**src/rtl/collision_pkg.sv**
```systemverilog
// Collision checker types and constants.
package collision_pkg;
   localparam int unsigned COORD_W        = 13;
   localparam int unsigned DEFAULT_MARGIN = 1;

   typedef enum logic [1:0] {IDLE, SCAN, DONE} state_t;

   typedef struct packed {
      logic signed [COORD_W-1:0] x;
      logic signed [COORD_W-1:0] y;
      logic signed [COORD_W-1:0] w;
      logic signed [COORD_W-1:0] h;
   } box_t;

   // Sign-extend x, zero-extend the unsigned fields into a 13-bit signed box.
   function automatic box_t make_box(input logic signed [10:0] x, input logic [9:0] y,
                                     input logic [9:0] w, input logic [9:0] h);
      box_t b;
      b.x = $signed({{2{x[10]}}, x});
      b.y = $signed({3'b000, y});
      b.w = $signed({3'b000, w});
      b.h = $signed({3'b000, h});
      return b;
   endfunction
endpackage

```
**src/rtl/box_overlap.sv**
```systemverilog
// Combinational margin-shrunk strict overlap test between two boxes.
module box_overlap
   import collision_pkg::*;
(
   input  box_t                      a,
   input  box_t                      b,
   input  logic signed [COORD_W-1:0] margin,
   output logic                      hit
);
   logic signed [COORD_W-1:0] two_m;
   logic signed [COORD_W-1:0] a_l, a_r, a_t, a_b;
   logic signed [COORD_W-1:0] b_l, b_r, b_t, b_b;
   logic signed [COORD_W-1:0] bw, bh;

   // Shrunk box edges; signed so off-screen-left obstacles compare correctly.
   always_comb begin
      two_m = margin + margin;
      bw    = b.w;
      bh    = b.h;
      a_l   = a.x + margin;
      a_r   = a.x + a.w - margin;
      a_t   = a.y + margin;
      a_b   = a.y + a.h - margin;
      b_l   = b.x + margin;
      b_r   = b.x + b.w - margin;
      b_t   = b.y + margin;
      b_b   = b.y + b.h - margin;
   end

   // Degenerate obstacles vanish after shrinking; touching edges are not a hit.
   always_comb begin
      hit = 1'b0;
      if ((bw > two_m) && (bh > two_m))
         hit = (a_l < b_r) && (b_l < a_r) && (a_t < b_b) && (b_t < a_b);
   end
endmodule

```
**config.mk**
```make
export PLATFORM = sky130hd
export DESIGN_NAME = box_overlap
export DESIGN_NICKNAME = d
export VERILOG_FILES = /design/src/rtl/collision_pkg.sv /design/src/rtl/box_overlap.sv
export SDC_FILE = /design/constraint.sdc
export NUM_CORES = 1
export LEC_CHECK = 0
export ABC_AREA = 1
export CORE_MARGIN = 3
export CORE_UTILIZATION = 53
export DETAILED_ROUTE_END_ITERATION = 12
export GPL_TIMING_DRIVEN = 0
export PLACE_DENSITY = 0.75
export SLEW_MARGIN = 20
export SYNTH_ARGS = -nofsm -noshare
export SYNTH_HDL_FRONTEND = slang
export SYNTH_SLANG_ARGS = --single-unit
```
**constraint.sdc**
```tcl
create_clock -name vclk -period 10.72
set_clock_uncertainty 0.1 [all_clocks]
set_input_delay 2.144 -clock vclk [all_inputs]
set_output_delay 2.144 -clock vclk [all_outputs]
set_load 0.005 [all_outputs]
```
# [After elaboration in Yosys (flattened, before gate mapping)]
# Index checks and enable logic that the tools add are counted.
[op_classes] n_addsub=13 multipliers=0 n_div=0 order_cmp=6 eq_ne=0 shift=0 n_mux=1 n_bitwise=0 reduce_logical=4
[op_table] cell="$add A13 B13 Y13" n=9
[op_table] cell="$lt A13 B13 Y1" n=4
[op_table] cell="$sub A13 B13 Y13" n=4
[op_table] cell="$gt A13 B13 Y1" n=2
[op_table] cell="$logic_and A1 B1 Y1" n=4
[op_table] cell="$mux W1" n=1
[word_totals] reg_bits=0 latchBits=0 mem_bits_rw=0 romBits=0 input_bits=117 output_inout_bits=1 wordCells=24 n_memories=0

# [Longest topological paths before layout]
# Gate-level depths: netlist of the first run.
[logic_depth] depth_word=7 depth_mapped=26

# [Worst setup path before layout of the first run]
# No wires, ideal clock.
[synth_path] path_kind="in2out" from="input a[27] (netlist name)" to="output hit" arrival_time_ps=4909 required_ps=8476 path_slack_ps=3567 stages=19 n_path_buf=0 path_cell_list="inv_1 fa_1 fa_1 o31ai_2 nand3_1 nand3_1 xor2_1 ha_1 nand2_1 inv_1 nand2_1 nand2_1 a21oi_1 nand2_1 nand2_1 nand2_1 nor2_1 nand2_1 nor2_1"
[synth_between] elab_chain_cells=5 elab_cells_between_ends=8
[synth_lines] element="start: declaration" line="box_overlap.sv:5" rtl="input box_t a,"
[synth_lines] element="$add A13 B13 Y13 (on tied branches)" line="box_overlap.sv:23, box_overlap.sv:22"
[synth_lines] element="$sub A13 B13 Y13 / $lt A13 B13 Y1 (equally long branches)" line="box_overlap.sv:23, box_overlap.sv:34"
[synth_lines] element="$lt A13 B13 Y1 / $logic_and A1 B1 Y1 (equally long branches)" line="box_overlap.sv:34" rtl="hit = (a_l < b_r) && (b_l < a_r) && (a_t < b_b) && (b_t < a_b);"
[synth_lines] element="$logic_and A1 B1 Y1 *" line="box_overlap.sv:34"
[synth_lines] element="$mux W1 *" line="box_overlap.sv:33" rtl="if ((bw > two_m) && (bh > two_m))"
[synth_lines] element="end: declaration" line="box_overlap.sv:8" rtl="output logic hit"
# Every way passes the cells marked *; elsewhere a longest branch is shown, timed or not.

# [Worst setup path in the final report of the first run]
[layout_path] from="input margin[1]" to="output hit"
[layout_between] elab_chain_cells=6 elab_cells_between_ends=20
[layout_lines] element="start: declaration" line="box_overlap.sv:7" rtl="input logic signed [COORD_W-1:0] margin,"
[layout_lines] element="$add A13 B13 Y13, or another cell as far along" line="box_overlap.sv:20" rtl="a_l = a.x + margin;"
[layout_lines] element="$lt A13 B13 Y1" line="box_overlap.sv:34"
[layout_lines] element="$logic_and A1 B1 Y1 (3 in a row)" line="box_overlap.sv:34"
[layout_lines] element="$mux W1 *" line="box_overlap.sv:33"
# Marked as above.

==> reports/qor.csv, run 1 <==
stage,metric,value,unit
status,outcome,completed,
placed_design,port_buffers,117,
final_layout,nClkBuffers,0,
critical_path,crit_required,8.48,ns
final_layout,design.seq.count,0,
final_layout,drive_above_1_share,1.47,%
critical_path,critical_path.cell_chain,clkdlybuf4s50_1 > fa_1 > fa_1 > o31ai_2 > nand3_1 > nand3_1 > xor2_1 > ha_1 > nand2_1 > nor2_1 > inv_1 > nor2_1 > nand2_1 > nand3_1 > nand2_1 > a21oi_1 > nand2_1 > nor2_1 > clkdlybuf4s50_1,
logic_synthesis,syn_avg_cell_area,6.66,sq um
critical_path,path_max_fanout,11,
die,die_w,128,um
worst_hold_path,min_path_type,in -> out,
timing,final_hold_viol_count,0,
critical_path,crit_type,in -> out,
timing,finalCritPeriodShare,85.0,%
die,core-area,0.0141,sq mm
timing,fin_crit,9.11,ns
global_routing,grt_use_total,24.7,%
timing,rsz0062_at_grt,false,
critical_path,crit_arrival,6.86,ns
global_routing,grt_pass1_vias,7851,
final_layout,finalNetCount,1636,
power_and_ir_drop,vdd_ir_drop_max,46.3,uV
critical_path,path_buf_inv,3,
die,fp-row-count,43,
critical_path,slowest_stage,clkdlybuf4s50_1,
die,ios,118,
global_routing,antenna_found_initial,0,
timing,drv_slew,0,
logic_synthesis,ys_warn_count,0,
global_routing,grt_pass1_wl,33500,um
placed_design,dp_hpwl,17900,um
logic_synthesis,yosysUniqueCellTypes,25,
global_routing,grt_max_degree,12,
logic_synthesis,ys_seq_area_share,0,%
critical_path,max_stage_delay,0.93,ns
placed_design,place.gp.congestion,0.932,
critical_path,path_common_cell,nand2_1,
clocking,hold_buffers,0,
detailed_routing,drtPass1Iterations,5,
timing,tightest_slew,0.720,ns
timing,finalSetupViolations,0,
detailed_routing,highest_layer,met4,
timing,timing.fmax,0.110,GHz
detailed_routing,wl_per_cell,13.4,um
critical_path,critPathTopFamily,buffers and inverters,
placed_design,dpl_cell_area,0.00923,sq mm
detailed_routing,wl_met1,7980,um
timing,hold_ws,5.53,ns
logic_synthesis,synth_top_area_cell,ha_1,
detailed_routing,drc,0,
final_layout,synthToLayoutAreaGrowth,17.8,%
logic_synthesis,netlist_area,0.00783,sq mm
job,maxCapViolCount,0,
logic_synthesis,synthTopCellsByCount,"inv_1, nand2_1, ha_1, a21oi_1, nor2_1",
critical_path,start_kind,input pin,
power_and_ir_drop,p_leak,5.13,nW
global_routing,grt_overflow,0,
final_layout,final_area,0.00923,sq mm
detailed_routing,wl,19800,um
detailed_routing,ant_nets,0,
detailed_routing,wl_met2,10400,um
timing,tns,0,ns
logic_synthesis,yosys-top-cells-area,"ha_1, inv_1, fa_1, nand2_1, a21oi_1",
die,die_height,128,um
detailed_routing,drt_iter0_drc,333,
final_layout,layout.area.seq,0,sq um
power_and_ir_drop,cellPowerDensity,95.8,mW/mm^2
logic_synthesis,yosysMostFrequentCell,inv_1,
logic_synthesis,synth_fp_nets,1517,
final_layout,diodes,0,
die,die_area,0.0163,sq mm
detailed_routing,via_count,7701,
die,start_util,55.3,%
final_layout,multi_input_area,0.00676,sq mm
clocking,cts_resized,0,
detailed_routing,via_per_inst,5.23,
timing,relSlewSlack,51.8,%
detailed_routing,met3_length,685,um
final_layout,nFillCells,1338,
critical_path,crit_path_end_kind,output pin,
logic_synthesis,synthCells,1176,
logic_synthesis,synth_top_area_share,27.5,%
clocking,cts_setup_buffers,0,
-- layout by cell type (no fill, tap or decap) --
master,count
a211o_1,1
o21ai_0,30
o31ai_2,4
xnor2_1,48
nand3_1,55
clkdlybuf4s50_1,117
a211oi_1,4
fa_1,52
nor3_1,15
nand4_1,7
a21o_2,2
inv_2,4
buf_2,1
nand2_1,225
o21bai_1,19
a21oi_2,4
nor2_1,61
xor2_1,52
ha_1,172
o2bb2ai_1,2
inv_1,280
o21bai_2,4
a21o_1,8
o2111ai_1,6
a21oi_1,115
nand3b_1,5
-- final cells by class --
type	instances	share of cell area (%)
Buffer	1	0.0542
Inverter	284	11.6
Multi-Input combinational cell	891	73.3
Tap cell	180	2.44
Timing Repair Buffer	117	12.7
-- per-layer routing --
layer	vias to the layer above	global-route usage (%)
li1	4004	-
met4	0	8.01
met5	-	0
met1	3477	27.5
met2	175	49.7
met3	45	0.669
-- per-stage QoR --
stage	instances	setup slack (ns)	utilization (%)	total power, W
4_1_cts	1473	1.65	65.2	0.000884
3_3_place_gp	1473	1.75	65.2	0.000863
6_report	1473	1.61	65.2	0.000884
2_1_floorplan	1176	3.57	-	0.000658
5_1_grt	1473	1.22	65.2	0.00103
3_5_place_dp	1473	1.65	65.2	0.000879
-- path summary, 6_finish.rpt --
check	startpoint	end	cells past startpoint
min	margin[12]	hit	10
max	margin[1]	hit	19
-- tightest hold or removal path: stages --
cell             delay [ns]
buf_2                  0.16
xnor2_1                0.14
xnor2_1                0.18
ha_1                   0.18
nand2_1                0.06
nand2_1                0.07
nor2_1                 0.04
nand2_1                0.05
nor2_1                 0.05
clkdlybuf4s50_1        0.44
-- cell families after synthesis --
logic type	synth area share, %
AO/OA/AOI/OAI	15.1
XOR/XNOR	11.2
adder cells (fa/ha/maj)	40.8
buffers and inverters	13.7
AND/OR/NAND/NOR	19.2
-- power breakdown --
group	switching (W)	internal (W)	total, W	leakage [nW]
clock	0	0	0	0
combinational	0.000511	0.000373	0.000884	5.13
sequential	0	0	0	0
Power figures use the tool's default switching activity.
==> run 2, diff against run 1 <==
Settings changed: PLACE_DENSITY 0.75 to 0.79.
Clock period 10.72 ns to 8.3 ns, I/O delays scaled along.
==> reports/qor.csv, run 2 (synthesis gave the netlist of run 1 again) <==
stage,metric,value,unit,change
detailed_routing,drt_iter0_drc,312,,-6.3%
placed_design,port_buffers,117,,unchanged
critical_path,crit_path_end_kind,output pin,,
final_layout,multi_input_area,0.00676,sq mm,unchanged
clocking,hold_buffers,0,,unchanged
power_and_ir_drop,power.total,0.00114,W,+29%
critical_path,crit_required,6.54,ns,-1.94 ns
timing,fin_crit,7.88,ns,
worst_hold_path,hp-start,margin[12],,
timing,timing.fmax,0.127,GHz,
timing,tns,0,ns,unchanged
die,ios,118,,unchanged
die,die_area,0.0163,sq mm,unchanged
detailed_routing,via_count,7734,,+0.43%
final_layout,nClkBuffers,0,,unchanged
timing,finalCritPeriodShare,95.0,%,
placed_design,place.gp.congestion,0.911,,-2.3%
final_layout,diodes,0,,unchanged
global_routing,grt_pass1_wl,32800,um,-2.1%
power_and_ir_drop,swShare,57.7,%,-0.084 points
final_layout,nFillCells,1310,,-2.1%
global_routing,grt_use_total,24.2,%,-0.44 points
worst_hold_path,whs_path_depth,10,,unchanged
power_and_ir_drop,clock_power_share,0,%,unchanged
die,die_w,128,um,unchanged
power_and_ir_drop,p_leak,5.14,nW,+0.18%
timing,tightest_slew,0.710,ns,-0.0105 ns
timing,relSlewSlack,52.5,%,+0.70 points
placed_design,dp_hpwl,18000,um,+0.38%
final_layout,final_common_cell,inv_1,,
final_layout,synthToLayoutAreaGrowth,17.9,%,about the same
power_and_ir_drop,net-switching-power,0.000658,W,+29%
power_and_ir_drop,p_int,0.000483,W,+29%
timing,drv_slew,0,,unchanged
worst_hold_path,min_path_type,in -> out,,
die,start_util,55.3,%,unchanged
die,die_height,128,um,unchanged
power_and_ir_drop,vdd_ir_drop_max,65.9,uV,+42%
detailed_routing,wl,19900,um,+0.44%
timing,rsz0062_at_grt,false,,
final_layout,drive_above_1_share,1.47,%,unchanged
global_routing,grt_max_degree,12,,unchanged
final_layout,design.seq.count,0,,unchanged
critical_path,start_kind,input pin,,
global_routing,grt_overflow,0,,unchanged
detailed_routing,drc,0,,unchanged
status,outcome,completed,,
global_routing,grt_pass1_vias,7810,,-0.52%
detailed_routing,wl_per_cell,13.5,um,+0.44%
critical_path,crit_type,in -> out,,
global_routing,antenna_found_initial,0,,unchanged
critical_path,crit_arrival,6.12,ns,-0.74 ns
detailed_routing,via_per_inst,5.25,,+0.43%
power_and_ir_drop,combinationalPowerShare,100.0,%,about the same
critical_path,path_max_fanout,9,,-2
power_and_ir_drop,seqPwrFrac,0,%,unchanged
final_layout,layout.area.seq,0,sq um,unchanged
critical_path,startpoint,margin[0],,
final_layout,final_cell_mix,"inv_1, nand2_1, ha_1",,
worst_hold_path,hold_end,hit,,
detailed_routing,drtPass1Iterations,5,,unchanged
die,fp-row-count,43,,unchanged
job,maxCapViolCount,0,,unchanged
timing,finalSetupViolations,0,,unchanged
detailed_routing,ant_nets,0,,unchanged
die,core-area,0.0141,sq mm,unchanged
timing,final_hold_viol_count,0,,unchanged
power_and_ir_drop,cellPowerDensity,124,mW/mm^2,+29%
final_layout,finalNetCount,1636,,unchanged
-- run 2: worst max-delay path by stage --
stage / endpoint / slack (ns) / cells past startpoint
5_1_grt: hit / 0.03 / 23
3_5_place_dp: hit / 0.22 / 19
3_3_place_gp: hit / 0.27 / 19
4_1_cts: hit / 0.21 / 19
2_1_floorplan: hit / 2.11 / 19
6_report: hit / 0.42 / 22
-- run 2: what timing repair did --
| item | 4_1_cts | 5_1_grt |
|---|---|---|
| gates resized for setup | 0 | 1 |
| endpoints found under the setup margin | 0 | 1 |
| buffers inserted | 0 | 0 |
-- run 2: worst max-delay path, stage by stage --
cell	delay, ns
clkdlybuf4s50_1	0.71
ha_1	0.34
inv_1	0.07
ha_1	0.20
inv_1	0.09
fa_1	0.44
o31ai_2	0.49
nand3_1	0.13
nand3_1	0.15
xor2_1	0.08
ha_1	0.33
nand2_1	0.09
nor2_1	0.14
inv_1	0.05
nor2_1	0.09
nand2_1	0.08
nand3_1	0.12
nand2_1	0.06
a21oi_1	0.12
nand2_1	0.06
nor2_1	0.11
clkdlybuf4s50_1	0.51
-- run 2: metrics by stage --
step / util [%] / instances / hold slack, ns / setup WS (ns) / area (sq um)
2_1_floorplan: - / 1176 / 3.59 / 2.11 / 7830
3_3_place_gp: 65.2 / 1473 / 4.57 / 0.272 / 9230
3_5_place_dp: 65.2 / 1473 / 4.57 / 0.219 / 9230
5_1_grt: 65.2 / 1473 / 4.69 / 0.0292 / 9230
4_1_cts: 65.2 / 1473 / 4.57 / 0.215 / 9230
6_report: 65.2 / 1473 / 4.57 / 0.417 / 9230
-- run 2: power by group through the flow --
| stage | Combinational, W | Clock, W | Sequential (W) |
|---|---|---|---|
| 2_1_floorplan | 0.000850 | 0 | 0 |
| 6_report | 0.00114 | 0 | 0 |
| 4_1_cts | 0.00114 | 0 | 0 |
| 5_1_grt | 0.00132 | 0 | 0 |
| 3_5_place_dp | 0.00113 | 0 | 0 |
| 3_3_place_gp | 0.00111 | 0 | 0 |
-- run 2: layout make-up --
class / count / area share, %
multi-input combinational: 891 / 73.2
inverter: 284 / 11.6
buffer: 1 / 0.0542
tap: 180 / 2.44
timing repair buffer: 117 / 12.7
-- run 2: per-layer routing --
| layer | track usage, % | vias up | part of all wire [%] |
|---|---|---|---|
| li1 | - | 3993 | - |
| met1 | 26.6 | 3527 | 40 |
| met5 | 0 | - | 0 |
| met2 | 49.6 | 161 | 53 |
| met3 | 0.460 | 53 | 2.9 |
| met4 | 7.57 | 0 | 3.7 |
